**config.mk**
```make
export PLATFORM = sky130hd
export DESIGN_NAME = fir_tap_pair_sequencer
export DESIGN_NICKNAME = d
export VERILOG_FILES = /design/src/rtl/fir_pkg.sv /design/src/rtl/fir_delay_line.sv /design/src/rtl/fir_tap_pair_sequencer.sv
export SDC_FILE = /design/constraint.sdc
export NUM_CORES = 1
export LEC_CHECK = 0
export ABC_AREA = 0
export BUFFER_PORTS_ARGS = -buffer_cell sky130_fd_sc_hd__clkbuf_2
export CORE_MARGIN = 5
export CORE_UTILIZATION = 34
export CTS_CLUSTER_DIAMETER = 200
export CTS_CLUSTER_SIZE = 16
export DETAILED_ROUTE_END_ITERATION = 6
export SLEW_MARGIN = 25
export SYNTH_ARGS = -nofsm -noshare
export SYNTH_HDL_FRONTEND = slang
export SYNTH_SLANG_ARGS = --single-unit
```
**constraint.sdc**
```tcl
create_clock -name clk -period 11.7 [get_ports clk]
set_input_delay 2.34 -clock clk [delete_from_list [all_inputs] [get_ports clk]]
set_output_delay 2.34 -clock clk [all_outputs]
set_load 0.02 [all_outputs]
```
**src/rtl/fir_pkg.sv**
```systemverilog
// Shared definitions for the symmetric FIR datapath.
//   SAMPLE_W  : sample width; matches the pre-adder operand width
//   TAPS_DEF  : default delay-line depth
//   state_t   : sequencer FSM states
package fir_pkg;
  localparam int SAMPLE_W = 17;
  localparam int TAPS_DEF = 16;

  typedef enum logic {
    IDLE = 1'b0,
    EMIT = 1'b1
  } state_t;
endpackage

```
**src/rtl/fir_delay_line.sv**
```systemverilog
// Parameterised shift register with a shift enable, a synchronous clear and
// two combinational read ports addressed by index. d[0] is the newest sample.
// Ports:
//   clk            rising-edge clock
//   clr            synchronous clear of every stage to zero
//   shift          shift din into d[0], d[i] <= d[i-1]
//   din            sample to insert
//   addr_a/addr_b  read indices
//   dout_a/dout_b  d[addr_a] / d[addr_b]
module fir_delay_line #(
  parameter int TAPS = 16,
  parameter int W    = 17,
  parameter int AW   = $clog2(TAPS)
) (
  input  logic          clk,
  input  logic          clr,
  input  logic          shift,
  input  logic [W-1:0]  din,
  input  logic [AW-1:0] addr_a,
  input  logic [AW-1:0] addr_b,
  output logic [W-1:0]  dout_a,
  output logic [W-1:0]  dout_b
);

  logic [W-1:0] d [TAPS];

  always_ff @(posedge clk) begin
    if (clr) begin
      for (int i = 0; i < TAPS; i++) d[i] <= '0;
    end else if (shift) begin
      d[0] <= din;
      for (int i = 1; i < TAPS; i++) d[i] <= d[i-1];
    end
  end

  assign dout_a = d[addr_a];
  assign dout_b = d[addr_b];

endmodule

```
**src/rtl/fir_tap_pair_sequencer.sv**
```systemverilog
// Upstream stage of the symmetric FIR: keeps the last TAPS samples and, for
// each accepted sample, emits the TAPS/2 symmetric pairs (x[k], x[TAPS-1-k])
// one per handshake. Input is throttled until a sample's pairs are all sent.
// Ports:
//   clk, rst             clock; synchronous active-high reset
//   clr                  synchronous flush of delay line and sequence
//   in_valid/in_ready    sample input handshake, in_sample is the sample
//   pair_valid/ready     pair output handshake
//   pair_a, pair_b       x[idx], x[TAPS-1-idx] (idx 0 = newest)
//   pair_idx, pair_last  current pair index; high with the final pair
// Handshakes: a transfer happens on a rising edge where valid & ready are both
// high; a producer holds valid and its data stable until that transfer.
module fir_tap_pair_sequencer
  import fir_pkg::*;
#(
  parameter int TAPS     = fir_pkg::TAPS_DEF,
  parameter int SAMPLE_W = fir_pkg::SAMPLE_W,
  parameter int IDX_W    = $clog2(TAPS/2)
) (
  input  logic                clk,
  input  logic                rst,
  input  logic                clr,
  input  logic                in_valid,
  output logic                in_ready,
  input  logic [SAMPLE_W-1:0] in_sample,
  output logic                pair_valid,
  input  logic                pair_ready,
  output logic [SAMPLE_W-1:0] pair_a,
  output logic [SAMPLE_W-1:0] pair_b,
  output logic [IDX_W-1:0]    pair_idx,
  output logic                pair_last
);

  localparam int AW   = $clog2(TAPS);
  localparam int LAST = TAPS/2 - 1;

  state_t                state;
  logic [IDX_W-1:0]      idx;
  logic [SAMPLE_W-1:0]   a_q;
  logic [SAMPLE_W-1:0]   b_q;
  logic                  valid_q;
  logic                  accept;
  logic                  at_last;
  logic [AW-1:0]         addr_a;
  logic [AW-1:0]         addr_b;
  logic [SAMPLE_W-1:0]   dout_a;
  logic [SAMPLE_W-1:0]   dout_b;

  assign in_ready = (state == IDLE) & ~rst & ~clr;
  assign accept   = in_ready & in_valid;
  assign at_last  = (idx == IDX_W'(LAST));

  // In EMIT the read ports look ahead to the next pair (idx+1). In IDLE the
  // line has not shifted yet, so the oldest surviving sample after the shift
  // is the current d[TAPS-2]; the newest comes straight from in_sample.
  assign addr_a = AW'(idx) + AW'(1);
  assign addr_b = (state == IDLE) ? AW'(TAPS-2) : (AW'(TAPS-2) - AW'(idx));

  fir_delay_line #(
    .TAPS (TAPS),
    .W    (SAMPLE_W),
    .AW   (AW)
  ) u_line (
    .clk    (clk),
    .clr    (rst | clr),
    .shift  (accept),
    .din    (in_sample),
    .addr_a (addr_a),
    .addr_b (addr_b),
    .dout_a (dout_a),
    .dout_b (dout_b)
  );

  always_ff @(posedge clk) begin
    if (rst || clr) begin
      state   <= IDLE;
      idx     <= '0;
      a_q     <= '0;
      b_q     <= '0;
      valid_q <= 1'b0;
    end else begin
      case (state)
        IDLE: begin
          if (in_valid) begin
            a_q     <= in_sample;
            b_q     <= dout_b;
            idx     <= '0;
            valid_q <= 1'b1;
            state   <= EMIT;
          end
        end
        EMIT: begin
          if (pair_ready) begin
            if (at_last) begin
              valid_q <= 1'b0;
              state   <= IDLE;
            end else begin
              idx <= idx + 1'b1;
              a_q <= dout_a;
              b_q <= dout_b;
            end
          end
        end
        default: state <= IDLE;
      endcase
    end
  end

  assign pair_valid = valid_q;
  assign pair_a     = a_q;
  assign pair_b     = b_q;
  assign pair_idx   = idx;
  assign pair_last  = valid_q & at_last;

endmodule
```
==> impl_metrics.tcl, run 1 <==
set metrics [dict create \
    start_util_pct 34.4 \
    grt_setup_unrepaired "false" \
    initialDrtViolationCount 1155 \
    fp.coreArea_um2 45400 \
    ys_ff_latch 311 \
    async_reset_ff_share_pct 0 \
    startpoint_type "input pin" \
    setup_viol 0 \
    r2r_cells 8 \
    antenna_found_initial 0 \
    worst_pin_slew_ps 1050 \
    numCtsBuffers 23 \
    place_congestion 0.772 \
    drive_gt1_share_pct 12.2 \
    final_nets 1313 \
    clk-insertion-delay-late_ps 540 \
    dr.pass1.iters 5 \
    n_antenna_cell 0 \
    slew_headroom_pct 29.6 \
    drtAntennaViolNets 0 \
    ctsHoldBuffers 0 \
    hold_depth 1 \
    post_dp_cell_area_um2 16400 \
    swShare_pct 23.8 \
    multi_input_area_um2 6140 \
    wl_per_cell_um 22.4 \
    cts_max_level 1 \
    dp.final_hpwl_um 25400 \
    hold_viol 0 \
    synth-edff-count 272 \
    setup_tns_ps 0 \
    clock.fmax_ghz 0.173 \
    hp-start "pair_b[12]$_SDFFE_PP0P_" \
    cp_max_fo 20 \
    critPathRequiredTime_ps 9360 \
    nFillCells 4440 \
    synth_area_per_cell_um2 12.2 \
    yosys.cell_types.count 57 \
    status "complete, no violations" \
    drc 0 \
    period_needed_ps 5770 \
    cts-root-buf "clkbuf_16" \
    post-route-cell-area_um2 17000 \
    slew_violations 0 \
    finalClockSkew_ps 14.9 \
    criticalPathCategory "input pin to primary output" \
    p_per_area_nw_per_um2 130 \
    overflow 0 \
    clkSinkCount 311 \
    p_sw_uw 528 \
    synth_fp_nets 1310 \
    fp.dieH_um 224 \
    seqPwrFrac_pct 58.7 \
    io_pins 62 \
    num_rows 78 \
    grt_max_degree 201 \
    synthesis.area_um2 15600 \
    power.internal_mw 1.69 \
    end_kind "primary output" \
    syn2layout_area_growth_pct 9.13 \
    cp-startpoint "rst" \
    cts_resized 0 \
    cts_tree "done" \
    routed_wirelength_um 42700 \
    grt_pass1_wl_um 65100 \
    p_comb_share_pct 6.8 \
    io_buffers 61 \
    first_global_vias 10400 \
    reg2reg_from "pair_idx[0]$_SDFFE_PP0P_" \
    die_area_um2 50300 \
    postCtsSetupRepairBufs 0 \
    arrival_ps 3430 \
    ys_seq_area_share_pct 57.3 \
    cts.clk_slew.worst_paths_ps 70 \
    cts.path.max_buffers 3 \
    p_clk_share_pct 34.6 \
    fin_crit_sh_pct 49.3 \
    power.leakage_nw 6.09 \
    seqCellArea_um2 8950 \
    ir_drop_uv 84.9 \
    num_vias 10600 \
    die_x_um 224 \
    viasPerCell 5.55 \
    hp-class "flop to flop" \
    syn_inst 1285 \
    max-cap-violations 0 \
    gr-usage-all-layers_pct 16.3 \
    synth_flop_cell "edfxtp_1" \
    yosys_warnings 0 \
]
==> through the flow <==
stage                     power (mW)  cells  utilization [%]  setup WS [ps]  hold slack (ps)
after floorplan                 1.43   1285                -           2290              518
after global placement          1.47   1862             36.1           5910              483
after detailed placement        1.48   1862             36.1           5920              491
after CTS                       2.23   1903             37.5           5920              509
after global routing            2.29   1904             37.6           5890              535
final                           2.22   1904             37.6           5930              511
==> layer usage <==
metal  part of all wire (%)  track usage (%)  vias up  wire length [µm]
li1                       -                -     4786                 -
met1                     46             23.6     5391             19600
met2                     46             25.9      340             19500
met3                    5.8             1.98       57              2490
met4                    2.6             4.81        0              1100
met5                      0                0        -                 0
==> state kept, by name, indices dropped and copies added (netlist names) <==
register	cells
state	1
pair_valid	1
pair_a	17
u_line.d	272
pair_b	17
pair_idx	3
==> critical path, stage by stage <==
cell and delay, ps:
clkbuf_2 110, or2_2 290, buf_4 230, nor2_1 230, clkbuf_2 210
==> synthesized netlist by cell type (all sizes together), types with 2 or more instances <==
cell type	instances	area share [%]
o31ai	4	0.19
nand2	45	1.1
o211ai	8	0.38
inv	10	0.24
a32oi	4	0.22
and2	272	11
o22ai	23	0.92
o32ai	5	0.28
mux4	16	2.3
o221ai	24	1.3
a21oi	86	2.8
clkbuf	52	1.3
ha	3	0.24
a2111oi	2	0.15
nor2	24	0.58
mux2	12	0.86
mux2i	118	7.6
and3	6	0.24
o21ai	53	1.7
a31oi	18	0.72
nand3	16	0.51
dfxtp	39	5.0
nor2b	21	0.84
a221oi	8	0.45
nor3	7	0.32
a211oi	11	0.53
nand2b	10	0.45
o22a	2	0.11
nand3b	10	0.56
a22oi	34	1.6
a22o	2	0.11
buf	55	2.2
edfxtp	272	52
==> logic make-up (layout without fill, tap and decap cells) <==
kind of cell | after synthesis | count (layout) | synth area share, %
DFF | 311 | 311 | 57.3
and+or+nand+nor | 413 | 413 | 15.6
buffers and inverters | 117 | 136 | 3.74
adders and majority gates | 3 | 3 | 0.240
AOI/OAI and AO/OA | 293 | 293 | 12.1
muxes | 146 | 146 | 10.7
xor gates and xnor gates | 2 | 2 | 0.352
==> final timing paths <==
path,slack [ps],endpoint
worst max register to register,7400,pair_b[3]$_SDFFE_PP0P_
worst min-delay path,510,pair_b[12]$_SDFFE_PP0P_
worst max-delay path,5930,in_ready
worst min register to register,510,pair_b[12]$_SDFFE_PP0P_
==> cell usage in the layout, fill, tap and decap left out, types with 3 or more instances in the layout <==
master,count
clkbuf_1,17
a31oi_1,18
o21ai_0,50
a22oi_1,34
a221oi_1,8
inv_1,9
nand2b_1,9
nand3b_1,9
mux2_2,12
nor2_1,21
clkbuf_2,61
edfxtp_1,272
nand3_1,16
mux2i_1,118
nor3_1,4
nor2b_1,21
and2_1,272
a21oi_1,86
mux4_2,16
o31ai_1,4
nor3_2,3
and3_1,6
a32oi_1,4
buf_4,22
o211ai_1,8
o221ai_1,24
nand2_1,42
clkbuf_16,23
dfxtp_1,37
o32ai_1,5
a211oi_1,11
o22ai_1,23
==> area by class of cell <==
cell class	count	area share, %
Sequential cell	311	52.5
Timing Repair Buffer	85	3.04
Multi-Input combinational cell	857	36.0
Clock buffer	40	3.75
Clock inverter	1	0.0661
Tap cell	600	4.40
Inverter	10	0.220
==> power groups by stage <==
stage / clock network, mW / registers, mW / logic, mW
2_1_floorplan: 0 / 1.32 / 0.101
4_1_cts: 0.781 / 1.30 / 0.150
6_report: 0.767 / 1.30 / 0.150
5_1_grt: 0.821 / 1.31 / 0.164
3_5_place_dp: 0 / 1.33 / 0.150
3_3_place_gp: 0 / 1.32 / 0.148
Note: power is estimated with default switching activity, not from simulation.
==> run 2: changes to the inputs <==
--- a/config.mk
+++ b/config.mk
@@ -5,7 +5,7 @@
 export SDC_FILE = /design/constraint.sdc
 export NUM_CORES = 1
 export LEC_CHECK = 0
-export ABC_AREA = 0
+export ABC_AREA = 1
 export BUFFER_PORTS_ARGS = -buffer_cell sky130_fd_sc_hd__clkbuf_2
 export CORE_MARGIN = 5
 export CORE_UTILIZATION = 34
==> constraint.sdc (replaced) <==
create_clock -name clk -period 5.6 [get_ports clk]
set_input_delay 1.12 -clock clk [delete_from_list [all_inputs] [get_ports clk]]
set_output_delay 1.12 -clock clk [all_outputs]
set_load 0.02 [all_outputs]
==> impl_metrics.tcl, run 2 <==
set metrics [dict create \
    synthMuxAreaShare_pct 0 \
    largest_reg_flops 272 \
    synth_top_area_cell "edfxtp_1" \
    yosys.cell_types.count 26 \
    p_per_area_nw_per_um2 257 \
    wl_per_cell_um 17.9 \
    grt_pass1_wl_um 76900 \
    r2r_cells 11 \
    gr-usage-all-layers_pct 17.7 \
    synth-xor-area-share_pct 0 \
    cts_resized 0 \
    synth_fp_nets 2161 \
    io_buffers 61 \
    num_vias 14400 \
    n_antenna_cell 0 \
    max-cap-violations 0 \
    yosys.area_share.adder_pct 0.221 \
    final_cell_mix "nand2_1 (410), nand3_1 (364), inv_1 (315)" \
    routed_wirelength_um 49800 \
    synth_flop_cell "edfxtp_1" \
    yosysMostFrequentCell "nand2_1" \
    clock.fmax_ghz 0.286 \
    finalClockSkew_ps 14.4 \
    io_pins 62 \
    ys_seq_area_share_pct 52.7 \
    postCtsSetupRepairBufs 0 \
    synth_top_family_by_area "simple AND/OR/NAND/NOR gates" \
    dr.pass1.iters 5 \
    seqCellArea_um2 8950 \
    ys_ff_latch 311 \
    cp_max_fo 11 \
    ctsHoldBuffers 0 \
    hold-worst-slack_ps 524 \
    setup_viol 0 \
    critPathRequiredTime_ps 4480 \
    yosysTopAreaCellShare_pct 48.1 \
    num_rows 82 \
    multi_input_area_um2 6100 \
    die_area_um2 54500 \
    setup_tns_ps 0 \
    power_mw 4.70 \
    place_congestion 0.801 \
    ir_drop_uv 198 \
    overflow 0 \
    fp.coreArea_um2 49800 \
    grt_setup_unrepaired "false" \
    nFillCells 5126 \
    final_nets 2126 \
    synth_commonest_cells "nand2_1 (413), nand3_1 (364), inv_1 (316), nor2_1 (298), edfxtp_1 (272)" \
    finalNonFillerCells 2789 \
    cts_tree "done" \
    worst_pin_slew_ps 1120 \
    synth_compound_area_share_pct 8.52 \
    synth_area_leaders "edfxtp_1 (48%), nand3_1 (11%), nand2_1 (9.1%)" \
    arrival_ps 2380 \
    antenna_found_initial 0 \
    post-place-cells 2747 \
    fin_crit_sh_pct 62.5 \
    viasPerCell 5.18 \
    start_util_pct 34.1 \
    yosys_warnings 0 \
    synth-simple-area-share_pct 27.0 \
    cts-root-buf "clkbuf_16" \
    startpoint_type "input pin" \
    dp.final_hpwl_um 28500 \
    drive_gt1_share_pct 6.33 \
    syn2layout_area_growth_pct 7.94 \
    numCtsBuffers 23 \
    initialDrtViolationCount 1379 \
    grt_max_degree 133 \
    first_global_vias 13500 \
    cts_max_level 1 \
    synthesis.area_um2 17000 \
    layout_commonest_cell "nand2_1" \
    async_reset_ff_share_pct 0 \
    die_x_um 233 \
    fp.dieH_um 233 \
    cts.path.max_buffers 3 \
    end_kind "primary output" \
    hp-class "flop to flop" \
    slew_headroom_pct 25.1 \
    regMostFlops "u_line.d" \
    criticalPathCategory "input pin to primary output" \
    synth_area_per_cell_um2 7.95 \
    period_needed_ps 3500 \
    syn_inst 2136 \
    power.leakage_nw 7.85 \
    clkSinkCount 311 \
    hold_viol 0 \
    synth-edff-count 272 \
    clk-insertion-delay-late_ps 550 \
    hold_depth 2 \
    status "complete, no violations" \
    slew_violations 0 \
    drtAntennaViolNets 0 \
    drc 0 \
    cts.clk_slew.worst_paths_ps 80 \
]
## run 2: critical path: stages
cell,delay (ps)
clkbuf_2,90
nor2_2,530
clkinv_2,220
nor2_1,200
clkbuf_2,210
## run 2: cells by family after synthesis
kind of cell / after synthesis
compound gates: 265
simple gates: 1083
fa+ha+maj: 3
flops: 311
buf+inv: 474
## run 2: through the flow
step | cell area, µm² | utilization (%) | setup WS, ps
CTS | 18300 | 36.8 | 2090
floorplan | 17000 | - | 117
global route | 18300 | 36.8 | 1980
finish | 18300 | 36.8 | 2100
detailed placement | 17600 | 35.5 | 2100
global placement | 17600 | 35.5 | 2080
## run 2: power by group
group          internal [mW]  switching (mW)  total (mW)
logic                  0.113           0.293       0.406
registers               2.63          0.0523        2.69
clock network          0.780           0.832        1.61
## run 2: area by class of cell
class	count	share of cell area (%)
tap	672	4.59
clock inverter	1	0.0614
timing repair buffer	88	2.99
clock buffer	40	3.49
inverter	326	6.74
sequential	311	48.8
multi-input combinational	1351	33.3
## run 2: final timing paths
| path | startpoint | end | slack [ps] |
|---|---|---|---|
| setup / recovery | rst | in_ready | 2100 |
| hold reg to reg | pair_valid$_SDFFE_PP0P_ | pair_valid$_SDFFE_PP0P_ | 520 |
| setup reg to reg | pair_idx[0]$_SDFFE_PP0P_ | pair_b[11]$_SDFFE_PP0P_ | 2390 |
| hold / removal | pair_valid$_SDFFE_PP0P_ | pair_valid$_SDFFE_PP0P_ | 520 |
## run 2: routing by layer
layer,track usage [%],vias up,routed length (µm)
met5,0,-,0
met4,5.21,0,1570
met3,3.21,84,3790
met2,28.7,530,22600
met1,24.4,6954,21900
li1,-,6874,-
==> run 3: changes to the inputs <==
==> constraint.sdc (replaced) <==
create_clock -name clk -period 3.2 [get_ports clk]
set_input_delay 0.64 -clock clk [delete_from_list [all_inputs] [get_ports clk]]
set_output_delay 0.64 -clock clk [all_outputs]
set_load 0.02 [all_outputs]
==> impl_metrics.tcl, run 3 (synthesis results as in run 2) <==
set metrics [dict create \
    status "complete, no violations" \
    die_area_um2 54500 \
    routed_wirelength_um 50500 \
    start_util_pct 34.1 \
    viasPerCell 5.17 \
    final_cell_mix "nand2_1 (410), nand3_1 (364), inv_1 (316)" \
    hold_depth 3 \
    fp.dieH_um 233 \
    power_mw 8.25 \
    hold_viol 0 \
    wl_per_cell_um 18.0 \
    grt_setup_unrepaired "false" \
    p_per_area_nw_per_um2 443 \
    first_global_vias 13400 \
    n_antenna_cell 0 \
    clk-insertion-delay-late_ps 560 \
    finalClockSkew_ps 18.4 \
    num_vias 14500 \
    clkSinkCount 311 \
    startpoint_type "flop" \
    cp-startpoint "pair_idx[0]$_SDFFE_PP0P_" \
    period_needed_ps 2570 \
    max-cap-violations 0 \
    cts-root-buf "clkbuf_16" \
    place_congestion 0.841 \
    cts.path.max_buffers 3 \
    postCtsSetupRepairBufs 0 \
    rr_endpoint "pair_a[10]$_SDFFE_PP0P_" \
    cts_resized 0 \
    critPathRequiredTime_ps 2560 \
    drc 0 \
    ir_drop_uv 415 \
    syn2layout_area_growth_pct 9.52 \
    dp.final_hpwl_um 30500 \
    die_x_um 233 \
    io_pins 62 \
    power.leakage_nw 8.00 \
    slew_headroom_pct 33.8 \
    numCtsBuffers 23 \
    grt_pass1_wl_um 77600 \
    initialDrtViolationCount 1429 \
    overflow 0 \
    fin_crit_sh_pct 80.3 \
    cts_max_level 1 \
    end_kind "primary output" \
    num_rows 82 \
    io_buffers 61 \
    antenna_found_initial 1 \
    drtAntennaViolNets 0 \
    hp-class "input pin to flop" \
    grt_max_degree 100 \
    fp.coreArea_um2 49800 \
    setup_tns_ps 0 \
    regMostFlops "u_line.d" \
    ctsHoldBuffers 0 \
    cp-endpoint "pair_idx[0]" \
    final_nets 2143 \
    r2r_cells 11 \
    cp_max_fo 61 \
    gr-usage-all-layers_pct 18.0 \
    slew_violations 0 \
    dr.pass1.iters 6 \
    layout_commonest_cell "nand2_1" \
    clock.fmax_ghz 0.389 \
    largest_reg_flops 272 \
    arrival_ps 1930 \
    hp-start "in_valid" \
    setup_viol 0 \
    cts_tree "done" \
    drive_gt1_share_pct 7.07 \
    worst_pin_slew_ps 993 \
    criticalPathCategory "flop to primary output" \
    cts.clk_slew.worst_paths_ps 70 \
    reg2reg_from "pair_idx[0]$_SDFFE_PP0P_" \
    rrSetupSlack_ps 650 \
]
==> run 3: cell count changes in the layout (fill, tap and decap cells not counted), sizes merged <==
| cell | previous run | this run |
|---|---|---|
| buf | 27 | 44 |
| inv | 322 | 324 |
| clkinv | 5 | 4 |
==> run 3: layer usage <==
metal | GRT usage, % | vias up | share of wire, %
met5 | 0 | - | 0.016
met4 | 5.87 | 2 | 3.6
met3 | 3.00 | 101 | 6.5
met2 | 28.2 | 540 | 46
met1 | 25.3 | 6967 | 44
li1 | - | 6903 | -
==> run 3: worst min-delay path by stage <==
| stage | endpoint | slack (ps) |
|---|---|---|
| 2_1_floorplan | u_line.d[4][0]$_SDFFCE_PN0P_ | 540 |
| 3_3_place_gp | pair_valid$_SDFFE_PP0P_ | 490 |
| 3_5_place_dp | pair_valid$_SDFFE_PP0P_ | 510 |
| 4_1_cts | state$_SDFF_PP0_ | 320 |
| 5_1_grt | state$_SDFF_PP0_ | 390 |
| 6_report | state$_SDFF_PP0_ | 340 |
==> run 3: report_power, final <==
part | switching (mW) | internal, mW
combinational | 0.518 | 0.205
sequential | 0.0934 | 4.61
clock | 1.45 | 1.37
total | 2.06 | 6.18
==> run 3: cell type report <==
type / count / area, µm²
Fill cell: 5132 / 31200
Sequential cell: 311 / 8950
Multi-Input combinational cell: 1351 / 6100
Inverter: 326 / 1230
Tap cell: 672 / 841
Timing Repair Buffer: 105 / 811
Clock buffer: 40 / 639
Clock inverter: 2 / 20.0
==> run 3: per-stage QoR <==
stage	utilization (%)	std cells	worst slack (ps)	hold slack [ps]	cell area [µm²]
after global routing	37.4	2807	476	388	18600
after detailed placement	36.1	2765	685	505	17900
final	37.4	2807	629	340	18600
after CTS	37.4	2807	620	321	18600
after floorplan	-	2136	341	540	17000
after global placement	36.1	2765	696	492	17900
==> run 3: critical path: stages, from the launching register on <==
cell      delay, ps
dfxtp_4         450
buf_4           630
clkbuf_2        300
